### src/rtl/mem_lane_arbiter_if.sv
// Single-port data memory bus shared by both memory-stage lanes.
interface mem_lane_arbiter_if;
  logic [31:0] mem_addr;
  logic [31:0] mem_wdata;
  logic        mem_we;
  logic        mem_re;
  logic [1:0]  mem_size;
  logic [31:0] mem_rdata;

  modport master (
    output mem_addr, mem_wdata, mem_we, mem_re, mem_size,
    input  mem_rdata
  );

  modport slave (
    input  mem_addr, mem_wdata, mem_we, mem_re, mem_size,
    output mem_rdata
  );
endinterface

### src/rtl/mem_lane_arbiter.sv
// Serializes the two memory-stage lanes onto one single-port data memory,
// lane 0 first, stalling the pipeline one cycle per dual-access bundle.
module mem_lane_arbiter #(
  parameter int CNT_W = 16
) (
  input  logic                 clk,
  input  logic                 reset,
  input  logic [31:0]          aluout_m_0,
  input  logic [31:0]          aluout_m_1,
  input  logic [31:0]          writedata_m_0,
  input  logic [31:0]          writedata_m_1,
  input  logic [3:0]           mem_ctrl_m_0,
  input  logic [3:0]           mem_ctrl_m_1,
  output logic [31:0]          readdata_m_0,
  output logic [31:0]          readdata_m_1,
  output logic                 stall_m,
  mem_lane_arbiter_if.master   mem,
  output logic [CNT_W-1:0]     conflict_count
);

  typedef enum logic {FIRST, SECOND} state_t;

  state_t             state_q, state_d;
  logic [31:0]        pend_addr_q, pend_addr_d;
  logic [31:0]        pend_wdata_q, pend_wdata_d;
  logic [3:0]         pend_ctrl_q, pend_ctrl_d;
  logic [31:0]        hold0_q, hold0_d;
  logic [CNT_W-1:0]   cnt_q, cnt_d;

  logic               act0, act1, ld0, ld1, dual;
  logic [3:0]         iss_ctrl;
  logic [31:0]        iss_addr, iss_wdata;

  function automatic logic is_active(input logic [3:0] c);
    return c[3] | c[2];
  endfunction

  // A set store bit overrides the load bit.
  function automatic logic is_load(input logic [3:0] c);
    return ~c[3] & c[2];
  endfunction

  function automatic logic [CNT_W-1:0] sat_inc(input logic [CNT_W-1:0] v);
    return (&v) ? v : v + {{(CNT_W-1){1'b0}}, 1'b1};
  endfunction

  assign act0 = is_active(mem_ctrl_m_0);
  assign act1 = is_active(mem_ctrl_m_1);
  assign ld0  = is_load(mem_ctrl_m_0);
  assign ld1  = is_load(mem_ctrl_m_1);
  assign dual = act0 & act1;

  always_comb begin
    iss_ctrl     = 4'b0000;
    iss_addr     = 32'd0;
    iss_wdata    = 32'd0;
    stall_m      = 1'b0;
    readdata_m_0 = 32'd0;
    readdata_m_1 = 32'd0;
    if (!reset) begin
      if (state_q == SECOND) begin
        iss_ctrl     = pend_ctrl_q;
        iss_addr     = pend_addr_q;
        iss_wdata    = pend_wdata_q;
        readdata_m_0 = hold0_q;
        readdata_m_1 = is_load(pend_ctrl_q) ? mem.mem_rdata : 32'd0;
      end else if (act0) begin
        iss_ctrl     = mem_ctrl_m_0;
        iss_addr     = aluout_m_0;
        iss_wdata    = writedata_m_0;
        stall_m      = act1;
        readdata_m_0 = ld0 ? mem.mem_rdata : 32'd0;
      end else if (act1) begin
        iss_ctrl     = mem_ctrl_m_1;
        iss_addr     = aluout_m_1;
        iss_wdata    = writedata_m_1;
        readdata_m_1 = ld1 ? mem.mem_rdata : 32'd0;
      end
    end
  end

  assign mem.mem_addr    = iss_addr;
  assign mem.mem_wdata   = iss_wdata;
  assign mem.mem_we      = iss_ctrl[3];
  assign mem.mem_re      = is_load(iss_ctrl);
  assign mem.mem_size    = iss_ctrl[1:0];
  assign conflict_count  = cnt_q;

  always_comb begin
    state_d      = FIRST;
    pend_addr_d  = pend_addr_q;
    pend_wdata_d = pend_wdata_q;
    pend_ctrl_d  = pend_ctrl_q;
    hold0_d      = hold0_q;
    cnt_d        = cnt_q;
    // Capture lane 1 and lane 0's load result so the bundle can finish next cycle.
    if (state_q == FIRST && dual) begin
      state_d      = SECOND;
      pend_addr_d  = aluout_m_1;
      pend_wdata_d = writedata_m_1;
      pend_ctrl_d  = mem_ctrl_m_1;
      hold0_d      = ld0 ? mem.mem_rdata : 32'd0;
      cnt_d        = sat_inc(cnt_q);
    end
  end

  always_ff @(posedge clk) begin
    if (reset) begin
      state_q      <= FIRST;
      pend_addr_q  <= 32'd0;
      pend_wdata_q <= 32'd0;
      pend_ctrl_q  <= 4'b0000;
      hold0_q      <= 32'd0;
      cnt_q        <= '0;
    end else begin
      state_q      <= state_d;
      pend_addr_q  <= pend_addr_d;
      pend_wdata_q <= pend_wdata_d;
      pend_ctrl_q  <= pend_ctrl_d;
      hold0_q      <= hold0_d;
      cnt_q        <= cnt_d;
    end
  end

endmodule

### src/flat_wrapper.sv
// flat-port wrapper written by rule: the top's interface ports become plain ports
module mem_lane_arbiter_flat 
#(
  parameter int CNT_W = 16
)
  (clk, reset, aluout_m_0, aluout_m_1, writedata_m_0, writedata_m_1, mem_ctrl_m_0, mem_ctrl_m_1, readdata_m_0, readdata_m_1, stall_m, conflict_count, mem_mem_addr, mem_mem_wdata, mem_mem_we, mem_mem_re, mem_mem_size, mem_mem_rdata);
  mem_lane_arbiter_if mem_i ();
  input  logic clk;
  input  logic reset;
  input  logic [31:0] aluout_m_0;
  input  logic [31:0] aluout_m_1;
  input  logic [31:0] writedata_m_0;
  input  logic [31:0] writedata_m_1;
  input  logic [3:0] mem_ctrl_m_0;
  input  logic [3:0] mem_ctrl_m_1;
  output logic [31:0] readdata_m_0;
  output logic [31:0] readdata_m_1;
  output logic stall_m;
  output logic [CNT_W-1:0] conflict_count;
  output wire logic [$bits(mem_i.mem_addr)-1:0] mem_mem_addr;
  output wire logic [$bits(mem_i.mem_wdata)-1:0] mem_mem_wdata;
  output wire logic [$bits(mem_i.mem_we)-1:0] mem_mem_we;
  output wire logic [$bits(mem_i.mem_re)-1:0] mem_mem_re;
  output wire logic [$bits(mem_i.mem_size)-1:0] mem_mem_size;
  input wire logic [$bits(mem_i.mem_rdata)-1:0] mem_mem_rdata;
  assign mem_mem_addr = mem_i.mem_addr;
  assign mem_mem_wdata = mem_i.mem_wdata;
  assign mem_mem_we = mem_i.mem_we;
  assign mem_mem_re = mem_i.mem_re;
  assign mem_mem_size = mem_i.mem_size;
  assign mem_i.mem_rdata = mem_mem_rdata;
  mem_lane_arbiter #(.CNT_W(CNT_W)) u_core (.clk(clk), .reset(reset), .aluout_m_0(aluout_m_0), .aluout_m_1(aluout_m_1), .writedata_m_0(writedata_m_0), .writedata_m_1(writedata_m_1), .mem_ctrl_m_0(mem_ctrl_m_0), .mem_ctrl_m_1(mem_ctrl_m_1), .readdata_m_0(readdata_m_0), .readdata_m_1(readdata_m_1), .stall_m(stall_m), .mem(mem_i), .conflict_count(conflict_count));
endmodule
### config.mk
export PLATFORM = sky130hd
export DESIGN_NAME = mem_lane_arbiter_flat
export DESIGN_NICKNAME = d
export VERILOG_FILES = /design/src/rtl/mem_lane_arbiter_if.sv /design/src/rtl/mem_lane_arbiter.sv /design/src/flat_wrapper.sv
export SDC_FILE = /design/constraint.sdc
export NUM_CORES = 1
export LEC_CHECK = 0
export ABC_AREA = 1
export CORE_MARGIN = 3
export CORE_UTILIZATION = 38
export DETAILED_ROUTE_END_ITERATION = 10
export GPL_TIMING_DRIVEN = 0
export MAX_ROUTING_LAYER = met4
export PLACE_DENSITY = 0.77
export SYNTH_ARGS = -nofsm -noshare
export SYNTH_HDL_FRONTEND = slang
export SYNTH_SLANG_ARGS = --single-unit
### constraint.sdc
create_clock -name clk -period 1.4 [get_ports clk]
set_input_delay 0.14 -clock clk [delete_from_list [all_inputs] [get_ports clk]]
set_output_delay 0.14 -clock clk [all_outputs]
set_load 0.03 [all_outputs]
; Word-level counts from Yosys, hierarchy flattened
; Cells that the tools add are included.
[op_classes]
addsub = 1
n_mul = 0
div = 0
n_lt_le_gt_ge = 0
eq_ne = 0
shifts = 0
muxes = 26
bitwise_logic = 13
n_reduce_logical = 3
[ops]
columns = cell, n
row1 = two-way mux 32 bit, 18
row2 = "adder 16 x 1 -> 16 bit, second input constant", 1
row3 = two-way mux 4 bit, 4
row4 = AND reduction 16 bit, 1
row5 = NOT 1 bit, 6
row6 = AND 1 bit, 5
row7 = two-way mux 1 bit, 4
row8 = OR 1 bit, 2
row9 = AND reduction 2 bit, 1
row10 = logical AND 1 bit, 1
[totals]
regBits = 117
latch_bits = 0
ramBits = 0
rom_bits = 0
in_bits = 170
out_inout_bits = 149
wordCells = 49
mem_count = 0

; Logic depth before layout (Yosys ltp)
[depth]
ltp_word = 7
mapped_depth = 10

; Worst setup path before layout
; OpenSTA, ideal clock, no wires.
[synth_timing]
path_kind = register -> register
start = register u_core.cnt_q[0], in the netlist u_core.conflict_count[0]
end = register u_core.cnt_q[9], in the netlist u_core.conflict_count[9]
setup_ns = 0.116
arrival_time_ns = 1.612
t_required_ns = 1.284
setup_slack_ns = -0.328
stages_incl_launch_ff = 10
n_path_buf = 1
path_cell_list = dfxtp_1 > ha_1 > nand2_1 > nor2_4 > nand2_1 > nor2_4 > nor2_2 > buf_6 > a21oi_1 > nor2_1
[synth_via]
elab_chain_len = 3
elab_cells_between_ends = 4
cone_classes = add/sub (1) / bitwise (1) / reduce/logical (2)
[synth_lines]
columns = item, line_no
row1 = start: declaration, mem_lane_arbiter.sv:28  ; logic [CNT_W-1:0] cnt_q, cnt_d;
row2 = start signal: assignment, mem_lane_arbiter.sv:121  ; cnt_q <= cnt_d;
row3 = "parallel branches: the longest is 3 deep, another holds adder 16 x 1 -> 16 bit", --
; Several ways; the timed one is not identified.
; A chain may end at the register's enable or synchronous reset.

; Final worst setup path
[layout_timing]
start = register u_core.state_q
end = output readdata_m_0[25]
[layout_via]
elab_chain_len = 2
[layout_lines]
columns = item, line_no
row1 = start: declaration, mem_lane_arbiter.sv:23  ; state_t state_q, state_d;
row2 = start signal: assignment, mem_lane_arbiter.sv:116  ; state_q <= state_d;
row3 = two-way mux 32 bit, mem_lane_arbiter.sv:61  ; if (state_q == SECOND) begin
row4 = two-way mux 32 bit, mem_lane_arbiter.sv:60  ; if (!reset) begin
row5 = end: declaration, flat_wrapper.sv:16  ; output logic [31:0] readdata_m_0;
; Every way passes these cells.

==> qor.csv <==
stage,metric,value,unit
logic_synthesis,Synth area leaders,"dfxtp_1 (34%), a21oi_1 (15%), nand2_1 (13%)",
logic_synthesis,Synth cell types,29,
global_routing,GR Util All Layers,29.1,%
finish,layout net count,1653,
finish,share of cells above drive strength 1,33.5,%
die,number of core rows,48,
clocking,clock-pin slew on the worst setup and hold paths,0.05,ns
global_routing,vias in the first global route,8752,
power_and_ir_drop,leakage,5.00,nW
global_routing,largest net degree at the start of global routing,17,
power_and_ir_drop,"Power, Total",12.0,mW
timing,Final setup violation count,222,
drt,First-pass DRT Iterations,4,
clocking,CTS sink count,117,
timing,worst clock skew,0.00638,ns
placed_design,Detail Placement HPWL,20800,um
die,full die area,19700,um^2
die,core box area,17500,um^2
worst_setup_path,Worst setup startpoint,u_core.state_q,
logic_synthesis,syn_nets,1293,
drt,antenna-violating nets left,0,
worst_setup_path,CP required,1.26,ns
logic_synthesis,synth warn,0,
worst_setup_path,crit-path most repeated cell,buf_6,
timing,share of the clock period used by the worst path,135,%
timing,worst setup margin,-0.492,ns
logic_synthesis,post-synthesis sequential area ratio,34.2,%
run,Max Cap Viol,0,
worst_setup_path,reg2reg start,u_core.state_q,
logic_synthesis,most used flip-flop cell after synthesis,dfxtp_1,
placed_design,routability congestion estimate from global placement,0.879,
clocking,CTS tree,built,
power_and_ir_drop,power per cell area,937,nW/um^2
worst_setup_path,CP Capture Type,output port,
clocking,CTS Root Cell,clkbuf_16,
logic_synthesis,Synth async-reset ratio,0,%
timing,Final min period,1.89,ns
power_and_ir_drop,peak supply drop,0.927,mV
timing,RSZ-0062 raised after global routing,true,
placed_design,placed cell count,1664,
placed_design,port bufs,317,
finish,fin area,12800,um^2
logic_synthesis,share of the synthesized area in the top cell type,34.2,%
clocking,Hold Buf Count CTS,0,
logic_synthesis,mapped cell area,6860,um^2
clocking,latest clock arrival within the worst-skew pair,0.42,ns
drt,DR vias/cell,5.17,
timing,Final Hold Vio Count,0,
finish,Finished Layout Cells,1721,
clocking,CTS max path bufs,2,
logic_synthesis,Synth Area per Inst,6.11,um^2
drt,Via Count,8900,
finish,Synth-to-Final Area Change,86.1,%
die,Die Y-Extent,140,um
worst_setup_path,"Critical Path, Cell by Cell","buf_8, buf_12, buf_6, nand2_1, a21oi_4, buf_6",
drt,Routed WL per cell,16.7,um
worst_setup_path,Critical Path Slowest Stage Cell,dfxtp_4,
placed_design,DP Area,11200,um^2
timing,relative slew slack,17.3,%
timing,Worst Tran Pin Value,1.24,ns
worst_setup_path,WP data arrival,1.75,ns
die,IO Count,319,
worst_setup_path,Crit Path Max Fanout,10,
finish,Final Util,73.0,%
worst_setup_path,startpoint type of the worst setup path,flop,
hold_path,HP Class,in2reg,
global_routing,antenna violations before repair,1,
global_routing,grt ovf,0,
drt,DRC Markers,0,
die,initial core utilization,39.2,%
worst_setup_path,Crit path largest cell delay,0.39,ns
run_status,status,"finished, violations left",
drt,total wire length,28700,um
drt,DR iter-0 viols,465,
clocking,total CTS buffers,17,
clocking,H-tree depth,4,
logic_synthesis,#FFs+latches synth,117,
logic_synthesis,post-synthesis cell count,1122,
hold_path,Hold Path Origin,reset,
global_routing,first-pass GRT wire length,45000,um
logic_synthesis,most common cell in the netlist,nand2_1,
timing,max frequency,0.528,GHz
run_status,violated checks,setup timing,
logic_synthesis,Yosys top cell by area,dfxtp_1,
timing,hold_ws,0.0191,ns
logic_synthesis,synth cell count leaders,"nand2_1 (244), a21oi_1 (210), nor2_1 (206), o21ai_0 (132), dfxtp_1 (117)",
worst_setup_path,critical path type,reg2out,
logic_synthesis,"EDFF count, synth",0,
timing,pins over their slew limit,0,
die,die span in x,140,um
-- report_power, final --
| part | leakage (nW) | switching, mW | total, mW | internal [mW] |
|---|---|---|---|---|
| logic | 3.73 | 2.14 | 3.84 | 1.69 |
| registers | 0.970 | 0.144 | 3.71 | 3.56 |
| clock network | 0.298 | 1.57 | 4.42 | 2.85 |
| total | 5.00 | 3.86 | 12.0 | 8.10 |
-- kinds of logic (layout without fill, tap and decap cells) --
group	Yosys count	after routing	synth area share, %
simple gates	512	512	30.1
flops	117	117	34.2
buf+inv	144	517	9.89
xor+xnor	1	1	0.128
compound gates	347	347	25.6
other cells	0	1	0
fa+ha+maj	1	1	0.182
-- registers in the layout, indices dropped and copies added (netlist names) --
name,flops
u_core.hold0_q,32
u_core.conflict_count,16
u_core.pend_ctrl_q,4
u_core.pend_addr_q,32
u_core.state_q,1
u_core.pend_wdata_q,32
-- area by class of cell --
type                            instances  area, um^2
Multi-Input combinational cell        861        5010
Fill cell                            1370        4720
Timing Repair Buffer                  341        3410
Sequential cell                       117        2370
Buffer                                 93         888
Clock buffer                           23         499
Tap cell                              225         282
Inverter                               51         199
Clock inverter                          9        97.6
Antenna cell                            1        2.50
-- stage by stage --
| stage | TNS, ns | worst slack, ns |
|---|---|---|
| CTS | -57.18 | -0.471 |
| finish | -62.92 | -0.492 |
| global placement | -198.86 | -1.36 |
| detailed placement | -211.45 | -1.39 |
| global route | -78.45 | -0.539 |
| floorplan | -3.63 | -0.152 |
-- cell usage in the layout, fill, tap and decap left out, drive strengths merged --
cell / synthesis / routed
nand2: 249 / 249
nand3: 10 / 10
clkdlybuf4s50: 0 / 179
clkinvlp: 0 / 1
buf: 53 / 211
nor3: 32 / 32
xor2: 1 / 1
dlygate4sd2: 0 / 3
clkdlybuf4s15: 0 / 2
clkbuf: 40 / 62
bufinv: 0 / 2
and2: 1 / 1
a31oi: 1 / 1
inv: 51 / 51
nand4: 6 / 6
nor2: 214 / 214
clkinv: 0 / 6
dfxtp: 117 / 117
diode: 0 / 1
o211ai: 2 / 2
o21ai: 133 / 133
ha: 1 / 1
a221oi: 1 / 1
a21oi: 210 / 210
-- final timing paths --
| kind | cells after the start | endpoint | slack (ns) |
|---|---|---|---|
| setup reg to reg | 9 | u_core.pend_wdata_q[22] | -0.23 |
| hold reg to reg | 2 | u_core.hold0_q[23] | 0.47 |
| hold / removal | 2 | u_core.pend_ctrl_q[2] | 0.02 |
| setup / recovery | 6 | readdata_m_0[25] | -0.49 |
-- what timing repair did --
action                                 in CTS  in global routing
resized for setup                        1122                 68
endpoints found under the hold margin       0                  0
pin swaps                                  10                  5
setup endpoints to repair                 264                259
gates cloned                                6                  1
buffers inserted                            8                  9
-- layer usage --
metal  up-vias  track usage (%)  routed length [um]
met3        55             7.07                2040
met5         -                -                   0
met1      4128             33.7               11500
li1       4412                -                   -
met2       305             49.3               14300
met4         0             10.1                 811
-- worst max-delay path: cells and delay by family (launching register included) --
family                 cells  cell delay [ns]
AOI/OAI and AO/OA          1             0.18
buffers and inverters      4             0.64
and+or+nand+nor            1             0.10
DFF                        1             0.39
Power figures use the tool's default switching activity.
